## src/rtl/usb_bulkin_arbiter_pkg.sv

```systemverilog
// Shared constants for the USB bulk-IN arbiter: packet size, FSM encodings, grant codes.
package usb_bulkin_arbiter_pkg;

  localparam int unsigned USB_HS_BULK_MAX = 512;

  localparam logic [0:0] ST_IDLE = 1'b0;
  localparam logic [0:0] ST_XFER = 1'b1;

  localparam logic [1:0] GRANT_NONE = 2'b00;
  localparam logic [1:0] GRANT_S0   = 2'b01;
  localparam logic [1:0] GRANT_S1   = 2'b10;

endpackage

```

## src/rtl/usb_bulkin_arbiter_rr_arbiter2.sv

```systemverilog
// Two-requester round-robin picker. Holds the last-served index; on a tie the
// other requester wins. Grant output is combinational from the request vector.
module usb_bulkin_arbiter_rr_arbiter2
  import usb_bulkin_arbiter_pkg::*;
#(
  parameter int unsigned First = 0
) (
  input  logic       clk_i,
  input  logic       rst_ni,
  input  logic [1:0] req_i,
  input  logic       update_i,
  input  logic       served_i,
  output logic [1:0] grant_o
);

  logic last_q;

  // Last-served pointer; reset to the opposite of First so First wins the first tie.
  always_ff @(posedge clk_i or negedge rst_ni) begin
    if (!rst_ni) begin
      last_q <= (First == 0) ? 1'b1 : 1'b0;
    end else if (update_i) begin
      last_q <= served_i;
    end
  end

  // Pick a single requester, favouring the one not served last.
  always_comb begin
    grant_o = GRANT_NONE;
    case (req_i)
      2'b01:   grant_o = GRANT_S0;
      2'b10:   grant_o = GRANT_S1;
      2'b11:   grant_o = last_q ? GRANT_S0 : GRANT_S1;
      default: grant_o = GRANT_NONE;
    endcase
  end

endmodule

```

## src/rtl/usb_bulkin_arbiter.sv

```systemverilog
// Packet-granular round-robin arbiter sharing the USB bulk-IN byte stream between
// the DDR3 read-back source (s0) and the telemetry source (s1). Long frames are
// cut into packets of at most MAX_LENGTH bytes, re-arbitrating at each cut.
module usb_bulkin_arbiter
  import usb_bulkin_arbiter_pkg::*;
#(
  parameter int unsigned MAX_LENGTH = USB_HS_BULK_MAX,
  parameter int unsigned CBITS      = 11,
  parameter int unsigned FIRST      = 0
) (
  input  logic       clock,
  input  logic       arst_n,
  input  logic       s0_tvalid,
  output logic       s0_tready,
  input  logic       s0_tlast,
  input  logic [7:0] s0_tdata,
  input  logic       s1_tvalid,
  output logic       s1_tready,
  input  logic       s1_tlast,
  input  logic [7:0] s1_tdata,
  output logic       m_tvalid,
  input  logic       m_tready,
  output logic       m_tlast,
  output logic [7:0] m_tdata,
  output logic [1:0] grant_o,
  output logic       chunk_o
);

  logic [0:0]       state_q, state_d;
  logic [1:0]       grant_q, grant_d;
  logic [CBITS-1:0] count_q, count_d;
  logic             chunk_q, chunk_d;
  logic [1:0]       pick;
  logic             sel_tvalid, sel_tlast;
  logic             at_max, beat, end_beat;

  usb_bulkin_arbiter_rr_arbiter2 #(
    .First (FIRST)
  ) u_rr (
    .clk_i    (clock),
    .rst_ni   (arst_n),
    .req_i    ({s1_tvalid, s0_tvalid}),
    .update_i (end_beat),
    .served_i (grant_q[1]),
    .grant_o  (pick)
  );

  // Zero-latency pass-through of the granted source; everything idle when ungranted.
  always_comb begin
    sel_tvalid = 1'b0;
    sel_tlast  = 1'b0;
    m_tdata    = 8'h00;
    s0_tready  = 1'b0;
    s1_tready  = 1'b0;
    case (grant_q)
      GRANT_S0: begin
        sel_tvalid = s0_tvalid;
        sel_tlast  = s0_tlast;
        m_tdata    = s0_tdata;
        s0_tready  = m_tready;
      end
      GRANT_S1: begin
        sel_tvalid = s1_tvalid;
        sel_tlast  = s1_tlast;
        m_tdata    = s1_tdata;
        s1_tready  = m_tready;
      end
      default: ;
    endcase
  end

  assign at_max   = (count_q == CBITS'(MAX_LENGTH - 1));
  assign m_tvalid = sel_tvalid;
  // A source tlast on the max-size byte counts as a natural end (no chunk pulse).
  assign m_tlast  = sel_tlast | (at_max & (state_q == ST_XFER));
  assign beat     = (state_q == ST_XFER) & sel_tvalid & m_tready;
  assign end_beat = beat & m_tlast;
  assign grant_o  = grant_q;
  assign chunk_o  = chunk_q;

  // Next-state: grant in IDLE, count beats in XFER, drop back to IDLE on the last beat.
  always_comb begin
    state_d = state_q;
    grant_d = grant_q;
    count_d = count_q;
    chunk_d = 1'b0;
    case (state_q)
      ST_IDLE: begin
        if (pick != GRANT_NONE) begin
          grant_d = pick;
          state_d = ST_XFER;
        end
      end
      ST_XFER: begin
        if (end_beat) begin
          grant_d = GRANT_NONE;
          count_d = '0;
          state_d = ST_IDLE;
          chunk_d = ~sel_tlast;
        end else if (beat) begin
          count_d = count_q + CBITS'(1);
        end
      end
      default: begin
        state_d = ST_IDLE;
        grant_d = GRANT_NONE;
        count_d = '0;
      end
    endcase
  end

  // State registers.
  always_ff @(posedge clock or negedge arst_n) begin
    if (!arst_n) begin
      state_q <= ST_IDLE;
      grant_q <= GRANT_NONE;
      count_q <= '0;
      chunk_q <= 1'b0;
    end else begin
      state_q <= state_d;
      grant_q <= grant_d;
      count_q <= count_d;
      chunk_q <= chunk_d;
    end
  end

endmodule

```

## config.mk

```make
export PLATFORM = sky130hd
export DESIGN_NAME = usb_bulkin_arbiter
export DESIGN_NICKNAME = d
export VERILOG_FILES = /design/src/rtl/usb_bulkin_arbiter_pkg.sv /design/src/rtl/usb_bulkin_arbiter_rr_arbiter2.sv /design/src/rtl/usb_bulkin_arbiter.sv
export SDC_FILE = /design/constraint.sdc
export NUM_CORES = 1
export LEC_CHECK = 0
export CORE_UTILIZATION = 42
export CTS_BUF_LIST = sky130_fd_sc_hd__clkbuf_4
export DETAILED_ROUTE_END_ITERATION = 12
export PLACE_DENSITY_LB_ADDON = 0.25
export SYNTH_ARGS = -nofsm -noshare
export SYNTH_HDL_FRONTEND = slang
export SYNTH_SLANG_ARGS = --single-unit
export TNS_END_PERCENT = 20
```

## constraint.sdc

```tcl
create_clock -name clock -period 1.6 [get_ports clock]
set_input_delay 0.32 -clock clock [delete_from_list [all_inputs] [get_ports clock]]
set_output_delay 0.32 -clock clock [all_outputs]
set_load 0.05 [all_outputs]
```

Word-level counts from Yosys, hierarchy flattened
Index checks and enable logic that the tools add are counted.
W data, S select, Z words.
- register bits after elaboration: 16
- bits of input ports: 23
- output and inout port bits: 15
- logic and storage cells: 42
- add/sub/neg operators: 1
- equality and inequality tests: 8
- mux-type cells: 17
- bitwise operators: 7
- reduce and logical (&&, ||, !) cells: 4
- operator list (operator ; count):
    $mux W11 ; 2
    $pmux W8 S2 ; 1
    $add A11 B1 Y11 const B ; 1
    $eq A11 B9 Y1 const B ; 1
    $eq A2 B2 Y1 const B ; 3
    $mux W1 ; 6
    $mux W2 ; 3
    $pmux W1 S2 ; 3
    $pmux W2 S3 ; 1
    $and A1 B1 Y1 ; 4
    $eq A2 B1 Y1 const B ; 2
    $pmux W2 S2 ; 1
    $reduce_and A2 Y1 ; 2
    $reduce_bool A2 Y1 ; 2
    $ne A2 B1 Y1 const B ; 1
    $ne A2 B2 Y1 const B ; 1
    $not A1 Y1 ; 2
    $or A1 B1 Y1 ; 1

Depth between registers and ports, before layout
Gate-level depths: netlist of run 1.
- depth after elaboration: 7
- mapped depth: 7
- mapped depth without buffers: 6

Hierarchy
A second synthesis of run 1 with hierarchy kept.
- cell total of the unflattened synthesis: 120
- area total of the unflattened synthesis: 1072.3 um^2
- modules (own cells, without submodules) (module ; times used ; cells an instance ; area each (um^2) ; seq. area each (um^2)):
    usb_bulkin_arbiter ; 1 ; 114 ; 1011.0 ; 375.4
    usb_bulkin_arbiter_rr_arbiter2 ; 1 ; 6 ; 61.3 ; 26.3

Worst setup path before layout of run 1
Ideal clock, no wire load.
- kind: register -> register
- start: register grant_q[0] (netlist: grant_o[0])
- end: register grant_q[1] (netlist: grant_o[1])
- setup time: 0.126 ns
- arrival: 2.342 ns
- data required time: 1.474 ns
- slack: -0.868 ns
- stages on the path, launching flop included: 7
- buffers on the path: 1
- clock period less this slack: 2.468 ns
- path through: dfrtp_1 > inv_1 > ha_1 > buf_4 > nor2_1 > a21oi_1 > o32a_1
- longest elaborated chain between the ends: 7
- elaborated cells between the ends (all ways): 10
- those cells by class: 3 x eq/ne; 2 x mux; 4 x bitwise; 1 x reduce/logical
- ends and longest elaborated chain (what ; RTL line ; text):
    start: declaration ; usb_bulkin_arbiter.sv:30 ; logic [1:0] grant_q, grant_d;
    start signal: assignment ; usb_bulkin_arbiter.sv:121 ; grant_q <= grant_d;
    $eq A2 B2 Y1 / $eq A2 B1 Y1 (equally long branches) ; usb_bulkin_arbiter.sv:55 ; case (grant_q)
    $pmux W1 S2 * ; usb_bulkin_arbiter.sv:55 ;
    named net m_tvalid ; usb_bulkin_arbiter.sv:21 ; output logic m_tvalid,
    $and A1 B1 Y1 * (2 in a row) ; usb_bulkin_arbiter.sv:76 ; assign beat = (state_q == ST_XFER) & sel_tvalid & m_tready;
    $and A1 B1 Y1 * ; usb_bulkin_arbiter.sv:77 ; assign end_beat = beat & m_tlast;
    $ne A2 B1 Y1 (no source line) * ; n/a ;
    $reduce_and A2 Y1 (no source line) * ; n/a ;
Mark *: on every way through the listed nets, which the timed path passes. The rest lies on a longest branch.
A chain may end at the register's enable or synchronous reset.

Final worst setup path of run 1
- start: register grant_q[0] (netlist: grant_o[0])
- end: output port m_tlast
- longest elaborated chain between the ends: 3
- elaborated cells between the ends (all ways): 4
- those cells by class: 2 x eq/ne; 1 x mux; 1 x bitwise
- ends and longest elaborated chain (what ; RTL line ; text):
    $eq A2 B2 Y1 / $eq A2 B1 Y1 (equally long branches) ; usb_bulkin_arbiter.sv:55 ;
    $pmux W1 S2 * ; usb_bulkin_arbiter.sv:55 ;
    $or A1 B1 Y1 * ; usb_bulkin_arbiter.sv:75 ; assign m_tlast = sel_tlast | (at_max & (state_q == ST_XFER));
    end: declaration ; usb_bulkin_arbiter.sv:23 ; output logic m_tlast,
Mark *: on every way between the ends. The rest lies on a longest branch, timed or not.

==> run metrics, run 1 <==
first-pass GRT wire length=6.04 mm; Die ar.=2820 µm²; Synth Flop Type=dfrtp_1; Post-synth EDFFs=0; DRC errors left=0; final hold violation count=0; CP cell instances=inv_2 -> ha_4 -> buf_6 -> nor2_2 -> or2_4 -> buf_12; mapped cell area=~1100 µm²; H-tree depth=1; CORE AREA=2480 µm²; Via density=5.78; Clock Sinks=16; post-detail-place hpwl=2.53 mm; slowest cell delay on critical path=440 ps; worst min path class=input pin to asynchronous set/reset pin; number of nets in the layout=214; top cell type's share of synthesized area=approximately a third; Pleak=0.944 nW; synthesis-stage register bit count=16; Antenna Cells=0; Die Wd=53.1 µm; Worst setup EP type=output pin; DRT Pass-1 Iters=4; max-cap violation count=0; Distinct cells, synth=38; largest fanout on the critical path=4; achievable frequency=511 MHz; failing checks=negative setup slack; dpl cells=206; initial drt markers=37; fin crit period=1960 ps; RSZ-0062 raised after global routing=yes; CP max stage cell=dfrtp_2; Crit Path Class=register to output pin; routed wire length=4.02 mm; vias in the first global route=1251; CTS buffer count=3; synth warn=0; Area Overhead vs Synth=94.4%; worst slack, placed=-228 ps; Required @ worst endpoint=approximately 1300 ps; Area after DPL=1880 µm²; cell taking the most area after synthesis=dfrtp_1; gr usage total=31.1%; Total Power=4.79 mW; Antenna Nets Post-Route=0; starting density of the core=44.3%; Core Util, Final=86.1%; DR vias=between 1000 and 1500; worst-margin pin slew=about 360 ps; Pins Over Slew Limit=0; final count of negative-setup-slack endpoints=28; Layout Cells excl Fill=217; I/O Pins=38; Congestion Overflow GR=0; period utilization=122%; pin count of the biggest net entering global routing=11; hold slack=288 ps; WL per Instance=18.5 µm; initial antenna violation count=0; layout cells sized above 1=53.5%; synth top area cells=dfrtp_1 (34%), nor2_1 (7.2%), a22oi_1 (6.2%); register area share after synthesis=36.6%; CTS clk-pin slew, worst paths=90 ps; peak supply drop=2.04 mV; Worst setup SP type=register; IO buf count=37; Worst-Skew Late Latency=300 ps; PD cells=2240 nW/µm²; Slew HR=between 70 and 80%; worst r2r path cells=8; crit path DAT=1640 ps; CTS tree=done; setup TNS=-5430 ps; Mapped Cells=116; Fin Clk Skew=5.79 ps; Std-Cell Rows=18; Clock Path Buffers=2; final setup margin=-356 ps; Net Count, Synth=142; final instance area=2130 µm²; Synth async-reset ratio=100%; syn avg cell area=9.46 µm²; GPL Wtd Cong=0.835; clock root cell=clkbuf_4; status=finished, violations left; chip height=approximately 53 µm
[metal layers]
layer / vias to the layer above / part of all wire, % / track usage, %
met1: 582 / 35 / 30.4
met5: - / 0 / 0
met2: 86 / 49 / 55.5
li1: 565 / - / -
met3: 22 / 9.7 / 8.05
met4: 0 / 6.2 / 22.8
[report_power, final]
group / internal [mW] / switching [mW]
Sequential: 0.501 / 0.103
Clock: 0.0910 / 0.130
Combinational: 1.98 / 1.99
Total: 2.57 / 2.22
[path summary, 6_finish.rpt]
kind / start / end / slack (ps)
max in group asynchronous: arst_n / count_q[8] / 850
min in group clock: count_q[10] / count_q[10] / 560
worst min-delay path: arst_n / grant_o[1] / 290
worst max register to register: grant_o[0] / count_q[3] / -260
worst max-delay path: grant_o[0] / m_tlast / -360
worst min register to register: count_q[10] / count_q[10] / 560
[registers in the layout, indices dropped and copies added (netlist names)]
name         count
chunk_o          1
count_q         11
u_rr.last_q      1
state_q          1
grant_o          2
[Yosys cell counts (2+ instances only)]
master	number
nand2_1	5
a22o_1	2
buf_6	2
buf_4	4
ha_1	3
o21ai_0	4
inv_1	4
nor3_1	4
nor2_1	21
nor4_1	4
nand4_1	2
a21oi_1	3
dfrtp_1	15
a22oi_1	9
xnor2_1	7
and2_1	2
nand3_1	4
[kinds of logic (layout without fill, tap and decap cells)]
| kind of cell | after synthesis | count (layout) | share of synthesized area (%) |
|---|---|---|---|
| xor+xnor | 8 | 8 | 6.39 |
| simple gates | 53 | 53 | 28.4 |
| mux | 2 | 2 | 2.05 |
| fa+ha+maj | 3 | 3 | 3.42 |
| buf+inv | 10 | 81 | 6.16 |
| flops | 16 | 16 | 36.6 |
| compound gates | 24 | 24 | 17.0 |
[placed cells by master, fill, tap and decap left out, types with 4 or more instances in the layout]
cell type	n
a22oi_2	9
xnor2_1	7
buf_6	4
dfrtp_1	14
clkdlybuf4s50_1	22
o21ai_0	4
buf_4	31
nand3_1	4
nor2_4	8
nand2_1	4
buf_12	15
nor2_1	11
[layout make-up]
cell class | instances | area, µm²
Clock buffer | 3 | 22.5
Multi-Input combinational cell | 90 | 838
Sequential cell | 16 | 403
Tap cell | 30 | 37.5
Fill cell | 116 | 344
Inverter | 4 | 15.0
Clock inverter | 1 | 3.75
Timing Repair Buffer | 73 | 813
[worst max-delay path: cells and delay by family (launching register included)]
kind	cells	cell delay, ps
flops	1	440
buf+inv	3	330
fa+ha+maj	1	290
simple gates	2	290
[what timing repair did]
item | 4_1_cts | 5_1_grt
gates resized for setup | 27 | 10
setup endpoints to repair | 24 | 28
pin swaps | 19 | 7
setup buffers | 6 | 1
hold buffers | 0 | 0
(Power assumes the default switching activity.)
==> run 2: changes to the inputs <==
==> constraint.sdc (replaced) <==
create_clock -name clock -period 1.6 [get_ports clock]
set_input_delay 0.16 -clock clock [delete_from_list [all_inputs] [get_ports clock]]
set_output_delay 0.16 -clock clock [all_outputs]
set_load 0.05 [all_outputs]
==> run metrics, run 2 (same netlist as run 1, synthesis figures left out) <==
Die Wd=53.1 µm (unchanged); worst min path class=input pin to asynchronous set/reset pin; status=finished, violations left; starting density of the core=44.3% (unchanged); Crit Path Class=register to output pin; DRC errors left=0 (unchanged); failing checks=negative setup slack; filler cell count=119 (+2.6%); gr usage total=26.3% (-4.7 points); CTS buffer count=3 (unchanged); final hold violation count=0 (unchanged); final count of negative-setup-slack endpoints=19 (-32%); post-detail-place hpwl=2.34 mm (-7.6%); crit path DAT=1640 ps (about the same); achievable frequency=557 MHz (+8.9%); RSZ-0062 raised after global routing=yes; Worst setup SP type=register; Largest Register=count_q; GR Layer Usage met2=49.2% (-6.3 points); clock root cell=clkbuf_4; CTS tree=done; Fin Clk Skew=22.1 ps (+16.3 ps); Clock Sinks=16 (unchanged); Slew HR=80.0% (+4.1 points); DR vias=1172 (-6.6%); Antenna Nets Post-Route=0 (unchanged); PD cells=2210 nW/µm² (-1.5%); most common cell after layout, fill and taps aside=clkdlybuf4s50_1; flip-flop count of the largest register after layout=11 (unchanged); chip height=53.1 µm (unchanged); initial drt markers=14 (-62%); first-pass GRT wire length=5.29 mm (-13%); Antenna Cells=0 (unchanged); Clock Path Buffers=2 (unchanged); Via density=5.58 (-3.5%); grt met1 use=27.4% (-3.1 points); commonest non-fill, non-tap cells in the layout=clkdlybuf4s50_1 (22), buf_4 (21), dfrtp_1 (13), buf_12 (13); DRT Pass-1 Iters=4 (unchanged); Area after DPL=1790 µm² (-4.7%); I/O Pins=38 (unchanged); routed wire length=3.83 mm (-4.7%); Pins Over Slew Limit=0 (unchanged); setup TNS=-2260 ps (+3170 ps); IO buf count=37 (unchanged); vias in the first global route=1166 (-6.8%); largest fanout on the critical path=5 (+1); Std-Cell Rows=18 (unchanged); WL per Instance=18.2 µm (-1.6%); Pleak=0.943 nW (-0.13%); Worst setup EP type=output pin; Area Overhead vs Synth=92.5%; Total Power=4.67 mW (-2.5%); Congestion Overflow GR=0 (unchanged); peak supply drop=1.78 mV (-13%); period utilization=112% (-10 points); pin count of the biggest net entering global routing=17 (+6); fin crit period=1800 ps (-160 ps); layout cells sized above 1=55.0% (+1.5 points); Hold-fix buffers, CTS=0 (unchanged); busiest grt layer=met2; CTS clk-pin slew, worst paths=110 ps (+20 ps); number of nets in the layout=207 (-3.3%); final setup margin=-196 ps (+160 ps); initial antenna violation count=0 (unchanged); grt met3 use=5.75% (-2.3 points); final instance area=2110 µm² (-1.0%); Die ar.=2820 µm² (unchanged); GPL Wtd Cong=0.824 (-1.3%); Worst-Skew Late Latency=300 ps (about the same); max-cap violation count=0 (unchanged); H-tree depth=1 (unchanged); Required @ worst endpoint=1440 ps (+160 ps); CORE AREA=2480 µm² (unchanged); worst-margin pin slew=297 ps (-63.6 ps)
[run 2: cell types whose count changed in the layout (fill, tap and decap cells not counted), moves of 2 or more]
| cell | delta |
|---|---|
| buf_4 | -10 |
| nor2_1 | -2 |
| buf_12 | -2 |
| buf_6 | +3 |
| nor2_2 | +5 |
| nor2_4 | -3 |
[run 2: per-stage QoR]
step	cells	util (%)	hold WS [ps]	worst slack (ps)
2_1_floorplan	116	-	-136	-209
3_3_place_gp	200	72.4	499	-78.3
3_5_place_dp	200	72.4	509	-148
4_1_cts	208	79.4	182	-158
5_1_grt	210	85.3	197	-255
6_report	210	85.3	187	-196
[run 2: critical path, cell delays in order, from the launching register on]
cell	delay (ps)
dfrtp_2	430
inv_2	60
ha_4	170
buf_6	130
buf_8	130
a22oi_2	230
nor2_4	60
buf_12	150
[run 2: area by class of cell]
| class | instances | area [µm²] | share of cell area [%] |
|---|---|---|---|
| inverter | 4 | 15.0 | 0.711 |
| clock buffer | 4 | 30.0 | 1.42 |
| tap | 30 | 37.5 | 1.78 |
| timing repair buffer | 66 | 772 | 36.6 |
| sequential | 16 | 404 | 19.1 |
| multi-input combinational | 90 | 853 | 40.4 |
[run 2: worst paths after layout]
path / start / slack, ps / depth (start not counted) / end
hold / removal: arst_n / 190 / 2 / count_q[1]
min in group clock: count_q[10] / 580 / 2 / count_q[10]
setup reg to reg: grant_o[1] / -120 / 8 / count_q[6]
hold reg to reg: count_q[10] / 580 / 2 / count_q[10]
max in group asynchronous: arst_n / 1130 / 2 / u_rr.last_q
setup / recovery: grant_o[0] / -200 / 7 / m_tdata[7]
[run 2: routing by layer]
metal / vias up / share of wire [%] / wire, µm
li1: 552 / - / -
met1: 557 / 38 / 1470
met2: 51 / 51 / 1950
met3: 12 / 7.6 / 290
met4: 0 / 2.9 / 111
met5: - / 0 / 0
[run 2: timing repair]
action / 4_1_cts / 5_1_grt
resized for setup: 25 / 23
setup buffers: 4 / 1
gates cloned: 0 / 1
endpoints found under the setup margin: 26 / 26
pin swaps: 7 / 8
[run 2: where the power goes]
part	total [mW]	switching, mW	internal (mW)	leakage [nW]
registers	0.619	0.115	0.503	0.204
logic	3.80	1.90	1.90	0.720
clock network	0.249	0.135	0.114	0.0184
total	4.67	2.15	2.51	0.943
==> run 3: changes to the inputs <==
--- a/config.mk
+++ b/config.mk
@@ -5,6 +5,7 @@
 export SDC_FILE = /design/constraint.sdc
 export NUM_CORES = 1
 export LEC_CHECK = 0
+export CORE_MARGIN = 1.5
 export CORE_UTILIZATION = 42
 export CTS_BUF_LIST = sky130_fd_sc_hd__clkbuf_4
 export DETAILED_ROUTE_END_ITERATION = 12
==> run metrics, run 3 (same netlist as run 1, synthesis figures left out) <==
clock root cell=clkbuf_4; Congestion Overflow GR=0 (unchanged); worst-margin pin slew=442 ps (+145 ps); switching pwr=2.28 mW (+6.0%); period utilization=111% (-0.95 points); slowest cell delay on critical path=460 ps (+30 ps); status=finished, violations left; CTS buffer count=3 (unchanged); GPL Wtd Cong=0.902 (+9.4%); final count of negative-setup-slack endpoints=26 (+7); P_int=2.49 mW (-0.92%); I/O Pins=38 (unchanged); DRT Pass-1 Iters=4 (unchanged); Area Overhead vs Synth=98.6%; hold slack=167 ps (-20.0 ps); filler cell count=104 (-13%); Clk pwr share=4.6% (-0.7 points); Total Power=4.77 mW (+2.3%); Reg power frac=12.7% (-0.6 points); chip height=54.1 µm (+1.9%); Largest Register=count_q; Fin Clk Skew=4.69 ps (-17.4 ps); final setup margin=-181 ps (+15.2 ps); DR vias=1258 (+7.3%); layout cells sized above 1=57.1% (+2.1 points); CTS tree=done; Via density=5.88 (+5.3%); Die Wd=54.1 µm (+1.9%); Std-Cell Rows=18 (unchanged); Core Util, Final=88.0% (+2.7 points); initial antenna violation count=0 (unchanged); flip-flop count of the largest register after layout=11 (unchanged); failing checks=negative setup slack; vias in the first global route=1326 (+14%); initial drt markers=32 (+18); RSZ-0062 raised after global routing=yes; final instance area=2180 µm² (+3.2%); achievable frequency=561 MHz (+0.85%); IO buf count=37 (unchanged); Die ar.=2930 µm² (+3.8%); Slew HR=70.4% (-9.6 points); CTS clk-pin slew, worst paths=90 ps (-20 ps); Hold-fix buffers, CTS=0 (unchanged); Pins Over Slew Limit=0 (unchanged); Crit Path Class=register to register; PD cells=2190 nW/µm² (-0.90%); sw frac=47.8% (+1.7 points); most common cell after layout, fill and taps aside=buf_4; Clock Path Buffers=2 (unchanged); CP max stage cell=dfrtp_2; Worst-Skew Late Latency=290 ps (about the same); Crit path top cell by count=buf_12; final hold violation count=0 (unchanged); commonest non-fill, non-tap cells in the layout=buf_4 (31), clkdlybuf4s50_1 (22), buf_12 (15); starting density of the core=44.3% (unchanged); H-tree depth=1 (unchanged); Area after DPL=1820 µm² (+1.3%); Worst setup SP type=register; max-cap violation count=0 (unchanged); Antenna Nets Post-Route=0 (unchanged); DRC errors left=0 (unchanged); first-pass GRT wire length=6.07 mm (+15%); Logic pwr share=82.7% (+1.3 points); routed wire length=4.46 mm (+17%); fin crit period=1780 ps (-15.2 ps); post-detail-place hpwl=2.34 mm (about the same); Clock Sinks=16 (unchanged); worst min path class=input pin to asynchronous set/reset pin; Worst setup EP type=register; crit path DAT=1960 ps (+320 ps); peak supply drop=1.86 mV (+4.5%); WL per Instance=20.8 µm (+14%); number of nets in the layout=211 (+1.9%); Pleak=0.969 nW (+2.8%); pin count of the biggest net entering global routing=11 (-6); gr usage total=29.8% (+3.4 points); largest fanout on the critical path=10 (+5); Required @ worst endpoint=1780 ps (+340 ps); CORE AREA=2480 µm² (unchanged); Antenna Cells=0 (unchanged); CP cell instances=inv_2 -> ha_4 -> buf_12 -> a22oi_4 -> buf_12 -> nor4_2 -> xnor2_1 -> nor2_1
## run 3: cell type report
cell class	count	area (µm²)	share of cell area, %
multi-input combinational	90	916	42.0
timing repair buffer	70	779	35.8
sequential	16	405	18.6
tap	30	37.5	1.72
clock buffer	3	22.5	1.03
inverter	4	15.0	0.689
clock inverter	1	3.75	0.172
## run 3: metrics by stage
step	std cells	setup TNS, ps	setup WS [ps]
6_report	214	-2530	-181
5_1_grt	214	-3940	-209
4_1_cts	214	-2660	-160
3_5_place_dp	203	-1280	-127
3_3_place_gp	203	-460	-90.1
2_1_floorplan	116	-1510	-209
## run 3: timing repair
| action | CTS | global route |
|---|---|---|
| endpoints found under the setup margin | 27 | 28 |
| setup buffers | 7 | 0 |
| resized for setup | 34 | 23 |
| pin swaps | 11 | 13 |
| endpoints found under the hold margin | 0 | 0 |
## run 3: layer usage
| metal | track usage (%) | up-vias | part of all wire [%] |
|---|---|---|---|
| li1 | - | 560 | - |
| met1 | 31.2 | 605 | 38 |
| met2 | 54.1 | 73 | 50 |
| met3 | 3.89 | 20 | 7.5 |
| met4 | 21.3 | 0 | 4.2 |
| met5 | 0 | - | 0 |
## run 3: final timing paths
check / startpoint / endpoint / slack [ps] / cells after the start
max reg2reg: grant_o[1] / count_q[9] / -180 / 8
min: arst_n / chunk_o / 170 / 1
max in group asynchronous: arst_n / count_q[4] / 950 / 2
min reg2reg: count_q[10] / count_q[10] / 600 / 2
min in group clock: count_q[10] / count_q[10] / 600 / 2
max: grant_o[1] / count_q[9] / -180 / 8
## run 3: power by group through the flow
stage	registers [mW]	clock network, mW	logic [mW]
6_report	0.606	0.221	3.95
5_1_grt	0.613	0.242	4.11
4_1_cts	0.585	0.227	3.70
3_5_place_dp	0.595	0	3.05
3_3_place_gp	0.589	0	3.02
2_1_floorplan	0.650	0	1.69
## run 3: critical path, delay by kind of cell, from the launching register on
family / cells / cell delay [ps]
buf+inv: 3 / 400
compound gates: 1 / 80
xor+xnor: 1 / 170
fa+ha+maj: 1 / 160
simple gates: 2 / 390
flops: 1 / 460
